### src/rtl/reset_sequencer_if.sv
// Control inputs and reset/status outputs of the reset sequencer.
// master is the sequencer side; slave is the clock/reset controller or CPU side.
interface reset_sequencer_if;
  logic       pll_locked;
  logic       soft_req;
  logic       wdt_en;
  logic       wdt_kick;
  logic       mem_resetn;
  logic       periph_resetn;
  logic       cpu_resetn;
  logic       ready;
  logic [1:0] cause;

  modport master (
    input  pll_locked,
    input  soft_req,
    input  wdt_en,
    input  wdt_kick,
    output mem_resetn,
    output periph_resetn,
    output cpu_resetn,
    output ready,
    output cause
  );

  modport slave (
    output pll_locked,
    output soft_req,
    output wdt_en,
    output wdt_kick,
    input  mem_resetn,
    input  periph_resetn,
    input  cpu_resetn,
    input  ready,
    input  cause
  );
endinterface

### src/rtl/reset_sequencer.sv
// Releases the memory, peripheral and CPU reset domains in order once the PLL is stable.
// Handles lock loss, CPU soft reset and a watchdog, and records the last reset cause.
module reset_sequencer #(
  parameter int unsigned          LOCK_FILTER = 16,
  parameter int unsigned          STAGE_DELAY = 64,
  parameter int unsigned          WDT_WIDTH   = 24,
  parameter logic [WDT_WIDTH-1:0] WDT_LIMIT   = {WDT_WIDTH{1'b1}}
) (
  input logic               clk,
  input logic               RESET,
  reset_sequencer_if.master rs_io
);

  // Counters only ever hold limit-1 before the event fires and clears them.
  localparam int unsigned LockW  = (LOCK_FILTER > 1) ? $clog2(LOCK_FILTER) : 1;
  localparam int unsigned StageW = (STAGE_DELAY > 1) ? $clog2(STAGE_DELAY) : 1;

  localparam logic [LockW-1:0]  LockLast  = LockW'(LOCK_FILTER - 1);
  localparam logic [StageW-1:0] StageLast = StageW'(STAGE_DELAY - 1);

  localparam logic [1:0] CauseRst  = 2'd0;
  localparam logic [1:0] CauseLock = 2'd1;
  localparam logic [1:0] CauseSoft = 2'd2;
  localparam logic [1:0] CauseWdt  = 2'd3;

  typedef enum logic [2:0] {
    StWaitLock,
    StDlyMem,
    StDlyPeriph,
    StDlyCpu,
    StRun
  } state_e;

  state_e               state_q, state_d;
  logic [LockW-1:0]     lock_cnt_q, lock_cnt_d;
  logic [StageW-1:0]    stage_cnt_q, stage_cnt_d;
  logic [WDT_WIDTH-1:0] wdt_cnt_q, wdt_cnt_d;
  logic                 mem_rstn_q, mem_rstn_d;
  logic                 periph_rstn_q, periph_rstn_d;
  logic                 cpu_rstn_q, cpu_rstn_d;
  logic                 ready_q, ready_d;
  logic [1:0]           cause_q, cause_d;

  logic lock_loss;
  logic wdt_expire;
  logic soft_hit;
  logic stage_done;

  always_ff @(posedge clk) begin
    if (RESET) begin
      state_q       <= StWaitLock;
      lock_cnt_q    <= '0;
      stage_cnt_q   <= '0;
      wdt_cnt_q     <= '0;
      mem_rstn_q    <= 1'b0;
      periph_rstn_q <= 1'b0;
      cpu_rstn_q    <= 1'b0;
      ready_q       <= 1'b0;
      cause_q       <= CauseRst;
    end else begin
      state_q       <= state_d;
      lock_cnt_q    <= lock_cnt_d;
      stage_cnt_q   <= stage_cnt_d;
      wdt_cnt_q     <= wdt_cnt_d;
      mem_rstn_q    <= mem_rstn_d;
      periph_rstn_q <= periph_rstn_d;
      cpu_rstn_q    <= cpu_rstn_d;
      ready_q       <= ready_d;
      cause_q       <= cause_d;
    end
  end

  always_comb begin
    lock_loss  = !rs_io.pll_locked && (state_q != StWaitLock);
    wdt_expire = (state_q == StRun) && rs_io.wdt_en && !rs_io.wdt_kick &&
                 (wdt_cnt_q == WDT_LIMIT);
    soft_hit   = (state_q == StRun) && rs_io.soft_req;
    stage_done = (stage_cnt_q == StageLast);
  end

  always_comb begin
    state_d       = state_q;
    lock_cnt_d    = '0;
    stage_cnt_d   = stage_cnt_q;
    wdt_cnt_d     = '0;
    mem_rstn_d    = mem_rstn_q;
    periph_rstn_d = periph_rstn_q;
    cpu_rstn_d    = cpu_rstn_q;
    ready_d       = ready_q;
    cause_d       = cause_q;

    // Event priority below RESET: lock loss, then watchdog, then soft request.
    if (lock_loss || wdt_expire) begin
      state_d       = StWaitLock;
      stage_cnt_d   = '0;
      mem_rstn_d    = 1'b0;
      periph_rstn_d = 1'b0;
      cpu_rstn_d    = 1'b0;
      ready_d       = 1'b0;
      cause_d       = lock_loss ? CauseLock : CauseWdt;
    end else if (soft_hit) begin
      // Memory contents survive a soft reset; only downstream domains restart.
      state_d       = StDlyPeriph;
      stage_cnt_d   = '0;
      periph_rstn_d = 1'b0;
      cpu_rstn_d    = 1'b0;
      ready_d       = 1'b0;
      cause_d       = CauseSoft;
    end else begin
      unique case (state_q)
        StWaitLock: begin
          stage_cnt_d = '0;
          if (rs_io.pll_locked) begin
            if (lock_cnt_q == LockLast) begin
              state_d = StDlyMem;
            end else begin
              lock_cnt_d = lock_cnt_q + 1'b1;
            end
          end
        end
        StDlyMem: begin
          if (stage_done) begin
            stage_cnt_d = '0;
            mem_rstn_d  = 1'b1;
            state_d     = StDlyPeriph;
          end else begin
            stage_cnt_d = stage_cnt_q + 1'b1;
          end
        end
        StDlyPeriph: begin
          if (stage_done) begin
            stage_cnt_d   = '0;
            periph_rstn_d = 1'b1;
            state_d       = StDlyCpu;
          end else begin
            stage_cnt_d = stage_cnt_q + 1'b1;
          end
        end
        StDlyCpu: begin
          if (stage_done) begin
            stage_cnt_d = '0;
            cpu_rstn_d  = 1'b1;
            ready_d     = 1'b1;
            state_d     = StRun;
          end else begin
            stage_cnt_d = stage_cnt_q + 1'b1;
          end
        end
        StRun: begin
          stage_cnt_d = '0;
          if (rs_io.wdt_en && !rs_io.wdt_kick) begin
            wdt_cnt_d = (wdt_cnt_q == WDT_LIMIT) ? wdt_cnt_q : wdt_cnt_q + 1'b1;
          end
        end
        default: begin
          state_d       = StWaitLock;
          stage_cnt_d   = '0;
          mem_rstn_d    = 1'b0;
          periph_rstn_d = 1'b0;
          cpu_rstn_d    = 1'b0;
          ready_d       = 1'b0;
        end
      endcase
    end
  end

  assign rs_io.mem_resetn    = mem_rstn_q;
  assign rs_io.periph_resetn = periph_rstn_q;
  assign rs_io.cpu_resetn    = cpu_rstn_q;
  assign rs_io.ready         = ready_q;
  assign rs_io.cause         = cause_q;

endmodule

### src/flat_wrapper.sv
// flat-port wrapper written by rule: the top's interface ports become plain ports
module reset_sequencer_flat 
#(
  parameter int unsigned          LOCK_FILTER = 16,
  parameter int unsigned          STAGE_DELAY = 64,
  parameter int unsigned          WDT_WIDTH   = 24,
  parameter logic [WDT_WIDTH-1:0] WDT_LIMIT   = {WDT_WIDTH{1'b1}}
)
  (clk, RESET, rs_io_pll_locked, rs_io_soft_req, rs_io_wdt_en, rs_io_wdt_kick, rs_io_mem_resetn, rs_io_periph_resetn, rs_io_cpu_resetn, rs_io_ready, rs_io_cause);
  reset_sequencer_if rs_io_i ();
  input logic clk;
  input logic RESET;
  input wire logic [$bits(rs_io_i.pll_locked)-1:0] rs_io_pll_locked;
  input wire logic [$bits(rs_io_i.soft_req)-1:0] rs_io_soft_req;
  input wire logic [$bits(rs_io_i.wdt_en)-1:0] rs_io_wdt_en;
  input wire logic [$bits(rs_io_i.wdt_kick)-1:0] rs_io_wdt_kick;
  output wire logic [$bits(rs_io_i.mem_resetn)-1:0] rs_io_mem_resetn;
  output wire logic [$bits(rs_io_i.periph_resetn)-1:0] rs_io_periph_resetn;
  output wire logic [$bits(rs_io_i.cpu_resetn)-1:0] rs_io_cpu_resetn;
  output wire logic [$bits(rs_io_i.ready)-1:0] rs_io_ready;
  output wire logic [$bits(rs_io_i.cause)-1:0] rs_io_cause;
  assign rs_io_i.pll_locked = rs_io_pll_locked;
  assign rs_io_i.soft_req = rs_io_soft_req;
  assign rs_io_i.wdt_en = rs_io_wdt_en;
  assign rs_io_i.wdt_kick = rs_io_wdt_kick;
  assign rs_io_mem_resetn = rs_io_i.mem_resetn;
  assign rs_io_periph_resetn = rs_io_i.periph_resetn;
  assign rs_io_cpu_resetn = rs_io_i.cpu_resetn;
  assign rs_io_ready = rs_io_i.ready;
  assign rs_io_cause = rs_io_i.cause;
  reset_sequencer #(.LOCK_FILTER(LOCK_FILTER), .STAGE_DELAY(STAGE_DELAY), .WDT_WIDTH(WDT_WIDTH), .WDT_LIMIT(WDT_LIMIT)) u_core (.clk(clk), .RESET(RESET), .rs_io(rs_io_i));
endmodule
### config.mk
export PLATFORM = sky130hd
export DESIGN_NAME = reset_sequencer_flat
export DESIGN_NICKNAME = d
export VERILOG_FILES = /design/src/rtl/reset_sequencer_if.sv /design/src/rtl/reset_sequencer.sv /design/src/flat_wrapper.sv
export SDC_FILE = /design/constraint.sdc
export NUM_CORES = 1
export LEC_CHECK = 0
export BUFFER_PORTS_ARGS = -buffer_cell sky130_fd_sc_hd__buf_2
export CAP_MARGIN = 5
export CORE_UTILIZATION = 45
export DETAILED_ROUTE_END_ITERATION = 12
export SETUP_SLACK_MARGIN = 0.02
export SYNTH_ARGS = -nofsm -noshare
export SYNTH_HDL_FRONTEND = slang
export SYNTH_SLANG_ARGS = --single-unit
### constraint.sdc
create_clock -name clk -period 2 [get_ports clk]
set_input_delay 0.1 -clock clk [delete_from_list [all_inputs] [get_ports clk]]
set_output_delay 0.1 -clock clk [all_outputs]
set_load 0.01 [all_outputs]
==> results_dict.tcl, run 1 <==
set metrics [dict create \
    status "completed" \
    grt_pass1_wl_mm 6.25 \
    clock.fmax_mhz 544 \
    start_util 0.479 \
    cts_buffers 5 \
    async_flop_share 0 \
    fill_cells 376 \
    fin_nets 229 \
    maxSlewViolCount 0 \
    cts_root_buffer "clkbuf_8" \
    yosys.area_share.simple 0.294 \
    hold_path.class "in -> reg" \
    yosysMostFrequentCell "dfxtp_1" \
    drtPass1Iterations 4 \
    yosys.cell_types.count 45 \
    gp_congestion 0.899 \
    period_needed_ps 1840 \
    synth_xor_area_frac 0.0710 \
    irDropWorstVdd_uv 482 \
    synth-seq-cells 42 \
    synth_top_family_by_area "simple AND/OR/NAND/NOR gates" \
    syn_nets 218 \
    whs_ps 93.9 \
    synth_largest_area_cell "dfxtp_1" \
    holdPathStages 3 \
    clock_path_buffers 2 \
    area_growth_pct 9.96 \
    antenna_found_initial 0 \
    drc 0 \
    synthTopCellsByArea "dfxtp_1 (43%), xor2_1 (4.9%), nand3_1 (3.0%), nor2_1 (3.0%), or4_1 (3.0%)" \
    synth_compound_area_frac 0.143 \
    crit_chain "and4_1 > nand4_4 > or4_1 > a211oi_2" \
    synth_top_area_frac 0.426 \
    syn_avg_cell_area_sq_um 9.44 \
    dieArea_sq_um 4650 \
    timing.rr.end "u_core.wdt_cnt_q[19]$_SDFFE_PP0N_" \
    clk_latency_ps 300 \
    p_leak_nw 0.728 \
    seq_area_frac_synth 0.426 \
    synth_area_sq_um 1970 \
    reg2reg_depth 4 \
    cp-start-kind "register" \
    grt_max_degree 25 \
    worstMarginPinSlew_ps 452 \
    gr-total-overflow 0 \
    die_w_um 68.2 \
    yosysWarnings 0 \
    synthAdderAreaFrac 0.0190 \
    r2r_start "u_core.wdt_cnt_q[5]$_SDFFE_PP0N_" \
    p_per_area_nw_per_um2 702 \
    pin_count 12 \
    die_y_um 68.2 \
    min_to "u_core.rs_io.cause[1]$_SDFFE_PP0P_" \
    crit_required_ps 2220 \
    rsz0062_at_grt "false" \
    port_buffers 11 \
    postSynthCellCount 209 \
    clk_pin_slew_ps 80 \
    core_area_sq_um 4120 \
    grt_pass1_vias 1472 \
    viasPerCell 5.62 \
    synth_common_cells "dfxtp_1 (42), nor2_1 (16), nand3_1 (12), nand2_1 (11), xor2_1 (11)" \
    skew_ps 6.56 \
    drive_gt1_frac 0.163 \
    setup_viol 0 \
    worst_setup_path_end_kind "register" \
    vias 1524 \
    fin_tns_setup_ps 0 \
    cts_sinks 42 \
    antennaDiodeCount 0 \
    cp_slowest_cell "or4_1" \
    dr.first_iter.drc_count 66 \
    path_max_fanout 10 \
    crit_type "reg -> reg" \
    synth_mux_area_frac 0 \
    rows 23 \
    drt-total-wl_mm 3.72 \
    reg2reg_slack_ps 160 \
    finalCritPeriodShare 0.918 \
    wire_per_inst_um 13.7 \
    slowest_delay_ps 570 \
    power_mw 1.52 \
    maxSlewHeadroom 0.696 \
    grtUsageTotal 0.183 \
    synth_ff_type "dfxtp_1" \
    dp_hpwl_mm 2.73 \
    antenna_left 0 \
    cp.arrival_ps 2060 \
    cap_violations 0 \
    synth_enable_flop_cells 0 \
    hold_viol_final 0 \
    cts_tree "yes" \
    cts_max_level 2 \
    min-delay-start "RESET" \
]
## how the worst max path moves through the flow
| stage | slack (ps) | cells after the start | to | from |
|---|---|---|---|---|
| 6_report | 160 | 4 | u_core.wdt_cnt_q[19]$_SDFFE_PP0N_ | u_core.wdt_cnt_q[5]$_SDFFE_PP0N_ |
| 5_1_grt | 40 | 4 | u_core.wdt_cnt_q[19]$_SDFFE_PP0N_ | u_core.wdt_cnt_q[5]$_SDFFE_PP0N_ |
| 4_1_cts | 120 | 5 | u_core.wdt_cnt_q[20]$_SDFFE_PP0N_ | u_core.wdt_cnt_q[0]$_SDFFE_PP0N_ |
| 3_5_place_dp | 150 | 5 | u_core.wdt_cnt_q[20]$_SDFFE_PP0N_ | u_core.wdt_cnt_q[0]$_SDFFE_PP0N_ |
| 3_3_place_gp | 210 | 5 | u_core.wdt_cnt_q[20]$_SDFFE_PP0N_ | u_core.wdt_cnt_q[0]$_SDFFE_PP0N_ |
| 2_1_floorplan | 330 | 6 | u_core.wdt_cnt_q[18]$_SDFFE_PP0N_ | u_core.wdt_cnt_q[0]$_SDFFE_PP0N_ |
## routing by layer
metal  global-route usage  up-vias  part of all wire
met2                0.294       15              0.47
li1                     -      792                 -
met5                    0        -                 0
met3               0.0550        5             0.026
met1                0.230      712              0.49
met4               0.0625        0             0.013
## critical path, delay by kind of cell, from the launching register on
family / cells / cell delay, ps
simple gates: 3 / 1150
compound gates: 1 / 230
flops: 1 / 400
## per-stage QoR
| step | util | instances | instance area (sq um) | setup WS [ps] |
|---|---|---|---|---|
| 2_1_floorplan | - | 209 | 1970 | 327 |
| 6_report | 0.527 | 271 | 2170 | 163 |
| 3_5_place_dp | 0.499 | 263 | 2050 | 146 |
| 4_1_cts | 0.526 | 271 | 2160 | 120 |
| 3_3_place_gp | 0.499 | 263 | 2050 | 206 |
| 5_1_grt | 0.527 | 271 | 2170 | 41.3 |
## sequential cells by signal, summed over array words and instances (netlist names)
name,cells
u_core.wdt_cnt_q,24
u_core.lock_cnt_q,4
u_core.rs_io.periph_resetn,1
u_core.rs_io.cause,2
u_core.rs_io.mem_resetn,1
u_core.state_q,3
u_core.stage_cnt_q,6
u_core.rs_io.cpu_resetn,1
## final cells by class
cell class,count,area [sq um],share of cell area
Timing Repair Buffer,16,92.6,0.0427
Inverter,5,18.8,0.00865
Clock inverter,2,37.5,0.0173
Sequential cell,42,841,0.388
Tap cell,50,62.6,0.0288
Clock buffer,6,72.6,0.0334
Multi-Input combinational cell,150,1040,0.482
## what timing repair did
item,in CTS,in global routing
endpoints found under the setup margin,0,1
hold buffers,0,0
gates resized for setup,0,1
setup buffers,0,0
## power breakdown
group / internal [mW] / switching, mW
clock: 0.372 / 0.281
sequential: 0.839 / 0.00311
combinational: 0.0143 / 0.0135
## kinds of logic after synthesis
logic type | Yosys count
AOI/OAI and AO/OA | 37
buffers and inverters | 17
adders and majority gates | 3
DFF | 42
xor gates and xnor gates | 16
and+or+nand+nor | 94
## cell usage in the layout (no fill, tap or decap), types with 4 or more instances in the layout
cell type and n:
inv_1 5, nand4_1 4, clkbuf_8 5, dfxtp_1 42, and3_1 4, xnor2_1 5, nor3_1 10, a211oi_1 5
buf_4 5, buf_2 11, o21ai_0 6, xor2_1 11, a21oi_1 5, o31ai_1 7, nand3_1 11, and4_1 5
or4_1 8, nand2_1 11, or3_1 5, nor2_1 16
Power figures use the tool's default switching activity.
==> run 2: changes to the inputs <==
--- a/config.mk
+++ b/config.mk
@@ -9,6 +9,7 @@
 export CAP_MARGIN = 5
 export CORE_UTILIZATION = 45
 export DETAILED_ROUTE_END_ITERATION = 12
+export GPL_TIMING_DRIVEN = 0
 export SETUP_SLACK_MARGIN = 0.02
 export SYNTH_ARGS = -nofsm -noshare
 export SYNTH_HDL_FRONTEND = slang
==> results_dict.tcl, run 2 (synthesized netlist as in run 1, its figures left out) <==
set metrics [dict create \
    antenna_found_initial 0 \
    cap_violations 0 \
    pin_count 12 \
    place_inst 270 \
    drt-total-wl_mm 3.80 \
    drc 0 \
    crit_required_ps 2190 \
    worstMarginPinSlew_ps 474 \
    clock.fmax_mhz 530 \
    reg.largest.list "u_core.wdt_cnt_q (24), u_core.stage_cnt_q (6), u_core.lock_cnt_q (4)" \
    gr-total-overflow 0 \
    r2r_start "u_core.state_q[0]$_SDFFE_PP0P_" \
    maxSlewViolCount 0 \
    gp_congestion 0.791 \
    clk_pin_slew_ps 80 \
    dieArea_sq_um 4650 \
    clock_path_buffers 2 \
    fill_cells 379 \
    core_area_sq_um 4120 \
    die_w_um 68.2 \
    cts_max_level 2 \
    grtUsageTotal 0.172 \
    fin_util 0.537 \
    area_growth_pct 12.0 \
    min-delay-start "RESET" \
    grt_pass1_wl_mm 6.02 \
    fin_area_sq_um 2210 \
    p_per_area_nw_per_um2 644 \
    wire_per_inst_um 13.7 \
    reg2reg_depth 7 \
    power_mw 1.42 \
    layout_commonest_cell "dfxtp_1" \
    hold_path.class "in -> reg" \
    maxSlewHeadroom 0.682 \
    cp_num_buf_inv 3 \
    rsz0062_at_grt "false" \
    drive_gt1_frac 0.189 \
    layout_common_cells "dfxtp_1 (42), buf_2 (17), nor2_1 (16), nand3_1 (12)" \
    whs_ps 114 \
    cp-start-kind "register" \
    cp_slowest_cell "or3_1" \
    min_to "u_core.rs_io.cause[1]$_SDFFE_PP0P_" \
    status "completed" \
    skew_ps 7.60 \
    crit_family "simple AND/OR/NAND/NOR gates" \
    grt_pass1_vias 1399 \
    finalCritPeriodShare 0.944 \
    slowest_delay_ps 350 \
    vias 1599 \
    crit_top_cell "buf_2" \
    irDropWorstVdd_uv 359 \
    setup_ws_ps 112 \
    p_leak_nw 0.769 \
    antenna_left 0 \
    cp.arrival_ps 2080 \
    cts_tree "yes" \
    crit_chain "buf_2 > nor3_4 > o21bai_4 > or3_1 > buf_2 > buf_6 > nor3b_1" \
    clk_latency_ps 290 \
    dp_hpwl_mm 2.79 \
    grt_max_degree 13 \
    cts_setup_buffers 0 \
    antennaDiodeCount 0 \
    cts_root_buffer "clkbuf_8" \
    setup_viol 0 \
    ctsHoldBuffers 0 \
    crit_type "reg -> reg" \
    drtPass1Iterations 4 \
    cts_buffers 5 \
    period_needed_ps 1890 \
    reg2reg_slack_ps 110 \
    die_y_um 68.2 \
    dr.first_iter.drc_count 82 \
    hold_viol_final 0 \
    start_util 0.479 \
    cp-startpoint "u_core.state_q[0]$_SDFFE_PP0P_" \
    worst_setup_path_end_kind "register" \
    fin_nets 236 \
    viasPerCell 5.75 \
    holdPathStages 3 \
    timing.rr.end "u_core.wdt_cnt_q[1]$_SDFFE_PP0N_" \
    largest_register_ffs 24 \
    top_register "u_core.wdt_cnt_q" \
    fin_tns_setup_ps 0 \
    path_max_fanout 10 \
    placed_area_sq_um 2090 \
    cts_sinks 42 \
    rows 23 \
    port_buffers 11 \
    final_cells 278 \
    pre_cts_slack_ps 23.4 \
]
run 2: where the power goes:
part,leakage (nW),internal [mW],switching (mW),total (mW)
clock network,0.0482,0.278,0.273,0.552
registers,0.338,0.839,0.00355,0.843
logic,0.382,0.0160,0.0137,0.0297
total,0.769,1.13,0.290,1.42
run 2: how the worst max path moves through the flow:
| stage | to | depth (start not counted) |
|---|---|---|
| 3_5_place_dp | u_core.wdt_cnt_q[22]$_SDFFE_PP0N_ | 6 |
| 3_3_place_gp | u_core.wdt_cnt_q[2]$_SDFFE_PP0N_ | 6 |
| 4_1_cts | u_core.wdt_cnt_q[6]$_SDFFE_PP0N_ | 6 |
| 6_report | u_core.wdt_cnt_q[1]$_SDFFE_PP0N_ | 7 |
| 5_1_grt | u_core.wdt_cnt_q[7]$_SDFFE_PP0N_ | 7 |
| 2_1_floorplan | u_core.wdt_cnt_q[18]$_SDFFE_PP0N_ | 6 |
run 2: area by class of cell:
type / count / area, sq um / area share
Multi-Input combinational cell: 150 / 1070 / 0.483
Sequential cell: 42 / 841 / 0.380
Clock buffer: 7 / 86.3 / 0.0390
Buffer: 12 / 75.1 / 0.0340
Tap cell: 50 / 62.6 / 0.0283
Timing Repair Buffer: 11 / 55.1 / 0.0249
Inverter: 5 / 18.8 / 0.00849
Clock inverter: 1 / 5.00 / 0.00226
run 2: timing repair:
action,in CTS,in global routing
gates resized for setup,1,8
pin swaps,0,2
endpoints found under the setup margin,2,13
run 2: routing by layer:
layer	routed length [um]	vias up	global-route usage	part of all wire
li1	-	817	-	-
met1	1840	762	0.219	0.49
met2	1840	15	0.282	0.48
met3	84	5	0.0400	0.022
met4	36	0	0.0625	0.0095
met5	0	-	0	0
run 2: worst register-to-register path, stage by stage (launching register included):
cell	delay (ps)
dfxtp_1	300
buf_2	180
nor3_4	310
o21bai_4	130
or3_1	350
buf_2	170
buf_6	160
nor3b_1	210
